--- src/rtl/pipe_pkg.sv ---
// -----------------------------------------------------------------------------
// pipe_pkg
// Shared definitions for the generic pipeline-stage register family.
//   - state_e   : occupancy state of a 2-entry skid stage (EMPTY, ONE, TWO)
//   - *_DEF     : default field widths used by the stage and its entry register
//   - SAT_W     : working width of the saturating-decrement helper
//   - sat_dec() : value - amount, clamped at zero (no underflow wrap)
// -----------------------------------------------------------------------------
package pipe_pkg;

    // Occupancy state of the stage; the encoding equals the entry count.
    typedef enum logic [1:0] {
        EMPTY = 2'd0,
        ONE   = 2'd1,
        TWO   = 2'd2
    } state_e;

    localparam int DATA_W_DEF = 64;
    localparam int DST_W_DEF  = 5;
    localparam int TNEW_W_DEF = 2;

    // Tnew fields up to SAT_W bits wide are handled by sat_dec.
    localparam int SAT_W = 8;

    // Saturating subtract: returns value - amount, or zero when amount
    // would take the result below zero.
    function automatic logic [SAT_W-1:0] sat_dec(
        input logic [SAT_W-1:0] value,
        input logic [SAT_W-1:0] amount
    );
        logic [SAT_W-1:0] result;
        if (value >= amount) begin
            result = value - amount;
        end else begin
            result = {SAT_W{1'b0}};
        end
        return result;
    endfunction

endpackage : pipe_pkg

--- src/rtl/pipe_entry_reg.sv ---
// -----------------------------------------------------------------------------
// pipe_entry_reg
// One storage entry of a pipeline stage: payload plus hazard metadata.
// Clear has priority over load; reset zeroes the entry asynchronously.
//
// Ports:
//   clk        in   rising-edge clock
//   reset      in   asynchronous active-high reset, zeroes the entry
//   clear      in   synchronous clear (flush), wins over load
//   load       in   capture d_* on the next rising edge
//   d_data     in   DATA_W  payload to capture
//   d_regwrite in   1       register-write enable to capture
//   d_dst      in   DST_W   destination register to capture
//   d_tnew     in   TNEW_W  Tnew to capture (already adjusted by the caller)
//   q_*        out          held entry
// -----------------------------------------------------------------------------
module pipe_entry_reg
    import pipe_pkg::*;
#(
    parameter int DATA_W = DATA_W_DEF,
    parameter int DST_W  = DST_W_DEF,
    parameter int TNEW_W = TNEW_W_DEF
) (
    input  logic              clk,
    input  logic              reset,
    input  logic              clear,
    input  logic              load,
    input  logic [DATA_W-1:0] d_data,
    input  logic              d_regwrite,
    input  logic [DST_W-1:0]  d_dst,
    input  logic [TNEW_W-1:0] d_tnew,
    output logic [DATA_W-1:0] q_data,
    output logic              q_regwrite,
    output logic [DST_W-1:0]  q_dst,
    output logic [TNEW_W-1:0] q_tnew
);

    // Entry storage: reset/clear zero it, load captures, otherwise hold.
    always_ff @(posedge clk or posedge reset) begin
        if (reset) begin
            q_data     <= {DATA_W{1'b0}};
            q_regwrite <= 1'b0;
            q_dst      <= {DST_W{1'b0}};
            q_tnew     <= {TNEW_W{1'b0}};
        end else if (clear) begin
            q_data     <= {DATA_W{1'b0}};
            q_regwrite <= 1'b0;
            q_dst      <= {DST_W{1'b0}};
            q_tnew     <= {TNEW_W{1'b0}};
        end else if (load) begin
            q_data     <= d_data;
            q_regwrite <= d_regwrite;
            q_dst      <= d_dst;
            q_tnew     <= d_tnew;
        end
    end

endmodule : pipe_entry_reg

--- src/rtl/pipe_stage_skid.sv ---
// -----------------------------------------------------------------------------
// pipe_stage_skid
// Generic pipeline-stage register with a 2-entry skid buffer. Carries an opaque
// payload plus hazard metadata (regwrite, destination, Tnew). in_ready depends
// only on the state register (and reset), never on out_ready, so back-pressure
// does not form a combinational path through the stage. Tnew is decremented
// with saturation when an entry is captured from upstream.
//
// Ports:
//   clk          in   rising-edge clock
//   reset        in   asynchronous active-high reset; drops all entries
//   flush        in   synchronous clear of all entries, beats any transfer
//   in_valid     in   upstream entry valid
//   in_ready     out  stage can accept an entry
//   in_data      in   DATA_W  upstream payload
//   in_regwrite  in   entry writes the register file
//   in_dst       in   DST_W   destination register
//   in_tnew      in   TNEW_W  Tnew as seen upstream
//   out_valid    out  head entry valid
//   out_ready    in   downstream accepts the head
//   out_data     out  DATA_W  head payload (0 when not valid)
//   out_regwrite out  head regwrite (0 when not valid)
//   out_dst      out  DST_W   head destination (0 when not valid)
//   out_tnew     out  TNEW_W  head Tnew (0 when not valid)
//   occupancy    out  2       number of held entries, 0..2
// -----------------------------------------------------------------------------
module pipe_stage_skid
    import pipe_pkg::*;
#(
    parameter int DATA_W   = DATA_W_DEF,
    parameter int DST_W    = DST_W_DEF,
    parameter int TNEW_W   = TNEW_W_DEF,
    parameter int TNEW_DEC = 1
) (
    input  logic              clk,
    input  logic              reset,
    input  logic              flush,
    input  logic              in_valid,
    output logic              in_ready,
    input  logic [DATA_W-1:0] in_data,
    input  logic              in_regwrite,
    input  logic [DST_W-1:0]  in_dst,
    input  logic [TNEW_W-1:0] in_tnew,
    output logic              out_valid,
    input  logic              out_ready,
    output logic [DATA_W-1:0] out_data,
    output logic              out_regwrite,
    output logic [DST_W-1:0]  out_dst,
    output logic [TNEW_W-1:0] out_tnew,
    output logic [1:0]        occupancy
);

    state_e            state_r;
    state_e            state_nxt_s;
    logic              out_valid_r;
    logic [1:0]        occupancy_r;
    logic [1:0]        occupancy_nxt_s;

    logic              in_xfer_s;
    logic              out_xfer_s;
    logic              main_load_s;
    logic              main_from_skid_s;
    logic              skid_load_s;

    logic [TNEW_W-1:0] tnew_cap_s;

    logic [DATA_W-1:0] main_d_data_s;
    logic              main_d_regwrite_s;
    logic [DST_W-1:0]  main_d_dst_s;
    logic [TNEW_W-1:0] main_d_tnew_s;

    logic [DATA_W-1:0] main_data_s;
    logic              main_regwrite_s;
    logic [DST_W-1:0]  main_dst_s;
    logic [TNEW_W-1:0] main_tnew_s;

    logic [DATA_W-1:0] skid_data_s;
    logic              skid_regwrite_s;
    logic [DST_W-1:0]  skid_dst_s;
    logic [TNEW_W-1:0] skid_tnew_s;

    // Reset is folded in so upstream sees "not ready" for the whole reset pulse.
    assign in_ready   = (state_r != TWO) && !reset;
    assign out_valid  = out_valid_r;
    assign occupancy  = occupancy_r;

    assign in_xfer_s  = in_valid && in_ready;
    assign out_xfer_s = out_valid_r && out_ready;

    // Tnew is adjusted once, on entry into the stage; held entries keep their value.
    assign tnew_cap_s = TNEW_W'(sat_dec(SAT_W'(in_tnew), SAT_W'(TNEW_DEC)));

    // Next-state and entry load decode; flush overrides every transfer.
    always_comb begin
        state_nxt_s      = state_r;
        main_load_s      = 1'b0;
        main_from_skid_s = 1'b0;
        skid_load_s      = 1'b0;
        if (flush) begin
            state_nxt_s = EMPTY;
        end else begin
            case (state_r)
                EMPTY: begin
                    if (in_xfer_s) begin
                        main_load_s = 1'b1;
                        state_nxt_s = ONE;
                    end else begin
                        state_nxt_s = EMPTY;
                    end
                end
                ONE: begin
                    if (in_xfer_s && out_xfer_s) begin
                        // Head leaves while the new entry takes its place.
                        main_load_s = 1'b1;
                        state_nxt_s = ONE;
                    end else if (in_xfer_s) begin
                        skid_load_s = 1'b1;
                        state_nxt_s = TWO;
                    end else if (out_xfer_s) begin
                        state_nxt_s = EMPTY;
                    end else begin
                        state_nxt_s = ONE;
                    end
                end
                TWO: begin
                    // No in_xfer possible here: in_ready is low in TWO.
                    if (out_xfer_s) begin
                        main_load_s      = 1'b1;
                        main_from_skid_s = 1'b1;
                        state_nxt_s      = ONE;
                    end else begin
                        state_nxt_s = TWO;
                    end
                end
                default: begin
                    state_nxt_s = EMPTY;
                end
            endcase
        end
    end

    // Entry count for the state being entered.
    always_comb begin
        case (state_nxt_s)
            EMPTY:   occupancy_nxt_s = 2'd0;
            ONE:     occupancy_nxt_s = 2'd1;
            TWO:     occupancy_nxt_s = 2'd2;
            default: occupancy_nxt_s = 2'd0;
        endcase
    end

    // Control FSM with registered out_valid and occupancy.
    always_ff @(posedge clk or posedge reset) begin
        if (reset) begin
            state_r     <= EMPTY;
            out_valid_r <= 1'b0;
            occupancy_r <= 2'd0;
        end else begin
            state_r     <= state_nxt_s;
            out_valid_r <= (state_nxt_s != EMPTY);
            occupancy_r <= occupancy_nxt_s;
        end
    end

    // Main entry refills from the skid entry when draining TWO, else from upstream.
    always_comb begin
        if (main_from_skid_s) begin
            main_d_data_s     = skid_data_s;
            main_d_regwrite_s = skid_regwrite_s;
            main_d_dst_s      = skid_dst_s;
            main_d_tnew_s     = skid_tnew_s;
        end else begin
            main_d_data_s     = in_data;
            main_d_regwrite_s = in_regwrite;
            main_d_dst_s      = in_dst;
            main_d_tnew_s     = tnew_cap_s;
        end
    end

    pipe_entry_reg #(
        .DATA_W (DATA_W),
        .DST_W  (DST_W),
        .TNEW_W (TNEW_W)
    ) u_main (
        .clk        (clk),
        .reset      (reset),
        .clear      (flush),
        .load       (main_load_s),
        .d_data     (main_d_data_s),
        .d_regwrite (main_d_regwrite_s),
        .d_dst      (main_d_dst_s),
        .d_tnew     (main_d_tnew_s),
        .q_data     (main_data_s),
        .q_regwrite (main_regwrite_s),
        .q_dst      (main_dst_s),
        .q_tnew     (main_tnew_s)
    );

    pipe_entry_reg #(
        .DATA_W (DATA_W),
        .DST_W  (DST_W),
        .TNEW_W (TNEW_W)
    ) u_skid (
        .clk        (clk),
        .reset      (reset),
        .clear      (flush),
        .load       (skid_load_s),
        .d_data     (in_data),
        .d_regwrite (in_regwrite),
        .d_dst      (in_dst),
        .d_tnew     (tnew_cap_s),
        .q_data     (skid_data_s),
        .q_regwrite (skid_regwrite_s),
        .q_dst      (skid_dst_s),
        .q_tnew     (skid_tnew_s)
    );

    // Bubble masking: a stale main entry must never leak to the hazard unit.
    always_comb begin
        if (out_valid_r) begin
            out_data     = main_data_s;
            out_regwrite = main_regwrite_s;
            out_dst      = main_dst_s;
            out_tnew     = main_tnew_s;
        end else begin
            out_data     = {DATA_W{1'b0}};
            out_regwrite = 1'b0;
            out_dst      = {DST_W{1'b0}};
            out_tnew     = {TNEW_W{1'b0}};
        end
    end

endmodule : pipe_stage_skid

--- config.mk ---
export PLATFORM = sky130hd
export DESIGN_NAME = pipe_stage_skid
export DESIGN_NICKNAME = d
export VERILOG_FILES = /design/src/rtl/pipe_pkg.sv /design/src/rtl/pipe_entry_reg.sv /design/src/rtl/pipe_stage_skid.sv
export SDC_FILE = /design/constraint.sdc
export NUM_CORES = 1
export LEC_CHECK = 0
export BUFFER_PORTS_ARGS = -buffer_cell sky130_fd_sc_hd__buf_2
export CORE_MARGIN = 4
export CORE_UTILIZATION = 52
export CTS_BUF_LIST = sky130_fd_sc_hd__clkbuf_2 sky130_fd_sc_hd__clkbuf_4 sky130_fd_sc_hd__clkbuf_8
export CTS_CLUSTER_SIZE = 40
export DETAILED_ROUTE_END_ITERATION = 7
export GPL_TIMING_DRIVEN = 0
export PLACE_DENSITY = 0.89
export SYNTH_ARGS = -nofsm -noshare
export SYNTH_HDL_FRONTEND = slang
export SYNTH_SLANG_ARGS = --single-unit
--- constraint.sdc ---
create_clock -name clk -period 4 [get_ports clk]
set_clock_uncertainty 0.2 [all_clocks]
set_input_delay 0.2 -clock clk [delete_from_list [all_inputs] [get_ports clk]]
set_output_delay 0.2 -clock clk [all_outputs]
set_load 0.01 [all_outputs]
==> results.py <==
metrics = {
    "setup_path": {
        "worstSetupStartpoint": "out_valid",
        "end_kind": "flip-flop",
        "critPathRequiredTime_ns": 4.18,
        "reg2reg_to": "u_skid.q_data[9]",
        "timing.rr.start": "out_valid",
        "start_kind": "flip-flop",
        "rrSetupSlack_ns": 0.79,
        "reg2reg_depth": 8,
        "critPathMaxFanout": 10,
        "crit_type": "reg -> reg",
        "crit_end": "u_skid.q_data[9]",
        "critPathArrivalTime_ns": 3.38,
    },
    "yosys": {
        "synth-xor-area-share_pct": 0,
        "synth_compound_area_share_pct": 30.0,
        "synth_fa_ha_area_share_pct": 0.314,
        "synthFlopType": "dfrtp_1",
        "syn_avg_cell_area_sq_um": 9.40,
        "synth_top_cell_by_area": "dfrtp_1",
        "yosys.area_share.simple_pct": 17.5,
        "ys_seq_area_share_pct": 46.8,
        "ys_types": 26,
        "synth_top_family_by_area": "compound AO/OA/AOI/OAI gates",
        "synthesis.area_sq_mm": 0.00797,
        "synth_common_cells": "dfrtp_1, nand2_1, a21oi_1",
        "synth.most_common_cell": "dfrtp_1",
        "yosysWarnings": 0,
        "synth-edff-count": 0,
        "synth_nets": 926,
        "synthCells": 847,
        "synth_top_area_share_pct": 46.8,
        "synth.mux.area_fraction_pct": 0,
        "synthTopCellsByArea": "dfrtp_1, a211oi_2, o21bai_1, a211oi_1, nand2_1",
        "synth-seq-cells": 149,
        "async_reset_ff_share_pct": 100,
    },
    "timing": {
        "drv_slew": 0,
        "worst_pin_slew_ns": 0.867,
        "rsz0062_at_grt": "false",
        "fin_crit_sh_pct": 80.2,
        "finalCriticalPeriod_ns": 3.21,
        "slew-limit-headroom_pct": 42.1,
        "fmaxAchievable_mhz": 312,
        "setup_viol": 0,
        "hold_viol": 0,
        "setup_tns_ns": 0,
    },
    "placement": {
        "dp_hpwl_mm": 15.7,
        "gp_congestion": 0.836,
        "placed_cells": 1185,
        "io_buffer_count": 151,
        "placed_cell_area_sq_mm": 0.00901,
    },
    "global_route": {
        "grt_overflow": 0,
        "grt_usage_pct": 28.5,
        "grt_pass1_wl_mm": 40.3,
        "grt_pass1_vias": 7971,
        "antenna_found_initial": 0,
        "grt_max_degree": 43,
    },
    "clocking": {
        "cts_tree": "yes",
        "postCtsSetupBuffers": 0,
        "clk_latency_ns": 0.46,
        "clock_sinks": 149,
        "numCtsBuffers": 17,
        "clk_path_buf_depth": 2,
        "cts_root_buf": "clkbuf_8",
        "h-tree-depth": 4,
        "cts_hold_buf": 76,
        "clkSlewWorstSetupHoldPaths_ns": 0.09,
        "cts_resized": 0,
    },
    "drt": {
        "drtIter0Drc": 961,
        "drc_errors": 0,
        "antenna_left": 0,
        "vias_per_cell": 5.96,
        "drtPass1Iterations": 5,
        "wire_per_inst_um": 19.1,
        "via_count": 7705,
        "finalWirelength_mm": 24.7,
    },
    "final_layout": {
        "layout-drive-gt1-share_pct": 25.6,
        "fin_nets": 1175,
        "fin_util_pct": 69.3,
        "final_cells": 1293,
        "fillCellCount": 1107,
        "finish.instance_area_sq_mm": 0.0102,
        "antennaDiodeCount": 0,
        "syn_to_final_growth_pct": 28.4,
    },
    "run": {
        "maxCapViolCount": 0,
    },
    "floorplan": {
        "die-area_sq_mm": 0.0174,
        "die_x_um": 132,
        "core_sq_mm": 0.0148,
        "chipHeight_um": 132,
        "start_util_pct": 54.0,
        "num_rows": 44,
        "io_pins": 153,
    },
    "pwr": {
        "power_density_mw_per_mm2": 339,
        "leakage_nw": 4.45,
        "ir_drop_mv": 0.181,
    },
    "outcome": {
        "status": "completed",
    },
    "worst_hold_path": {
        "holdCritPathClass": "in -> reg",
    },
}
## where the power goes
group	switching, mW	leakage, nW	internal (mW)	total [mW]
registers	0.0390	2.03	1.57	1.61
logic	0.290	2.20	0.233	0.523
clock network	0.598	0.218	0.738	1.34
total	0.927	4.45	2.54	3.47
## worst max-delay path, stage by stage, from the launching register on
cell and delay [ns]:
dfrtp_1 0.39, clkbuf_1 0.61, nand2_1 0.21, ha_1 0.27, nand3b_1 0.09, clkbuf_1 0.51
clkbuf_1 0.52, nand2_1 0.13, a21oi_1 0.19
## worst min path at each step
stage / slack [ns] / endpoint / start / depth (start not counted)
4_1_cts: 0.06 / u_main.q_data[51] / flush / 3
5_1_grt: 0.1 / u_main.q_data[44] / flush / 3
3_3_place_gp: 0.25 / u_skid.q_data[31] / in_data[31] / 3
6_report: 0.06 / u_main.q_regwrite / flush / 3
2_1_floorplan: 0.13 / u_skid.q_data[0] / in_data[0] / 2
3_5_place_dp: 0.24 / occupancy[0] / reset / 2
## per-stage QoR
| step | hold slack (ns) | worst slack [ns] | power [mW] |
|---|---|---|---|
| 3_5_place_dp | 0.244 | 0.887 | 2.09 |
| 4_1_cts | 0.0605 | 0.865 | 3.45 |
| 3_3_place_gp | 0.250 | 0.741 | 2.07 |
| 2_1_floorplan | 0.131 | 1.73 | 1.93 |
| 6_report | 0.0634 | 0.792 | 3.47 |
| 5_1_grt | 0.0971 | 0.672 | 3.59 |
## cells by family after synthesis
family,Yosys count
AND/OR/NAND/NOR,306
AO/OA/AOI/OAI,297
buffers and inverters,93
adder cells (fa/ha/maj),2
flip-flops,149
## registers in the layout, indices dropped and copies added, names as in the netlist
| signal | flops |
|---|---|
| u_main.q_data | 64 |
| u_skid.q_data | 64 |
| u_main.q_dst | 5 |
| u_skid.q_dst | 5 |
| occupancy | 2 |
| state_r | 2 |
| u_main.q_tnew | 2 |
| u_skid.q_tnew | 2 |
| out_valid | 1 |
| u_main.q_regwrite | 1 |
| u_skid.q_regwrite | 1 |
## cell type report
type,count,area [sq um],share of cell area [%]
Buffer,90,423,4.13
Sequential cell,149,3730,36.4
Tap cell,184,230,2.25
Timing Repair Buffer,230,1580,15.4
Inverter,3,15.0,0.147
Clock inverter,11,173,1.69
Multi-Input combinational cell,605,3800,37.2
Clock buffer,21,283,2.76
## layout by cell type, fill, tap and decap left out, drive strengths merged
master         n
nand2b         1
nor2          73
nor3b          1
nand3b         2
o21ai          1
dlygate4sd3   76
nand4b         1
clkinv         2
and4b          1
a211oi       142
and2          74
inv            3
dfrtp        149
clkbuf        85
a221oi         2
ha             2
clkinvlp       5
and3b          2
or4b           1
a21oi         77
nor2b          4
nand3          2
o21bai        75
bufinv         4
buf          180
nand2        144
## layer usage
metal / wire length (um) / GRT usage (%) / vias up
li1: - / - / 3448
met1: 9540 / 34.4 / 3708
met2: 12100 / 48.5 / 434
met3: 1720 / 4.27 / 115
met4: 1290 / 17.3 / 0
met5: 0 / 0 / -
(Power assumes the default switching activity.)
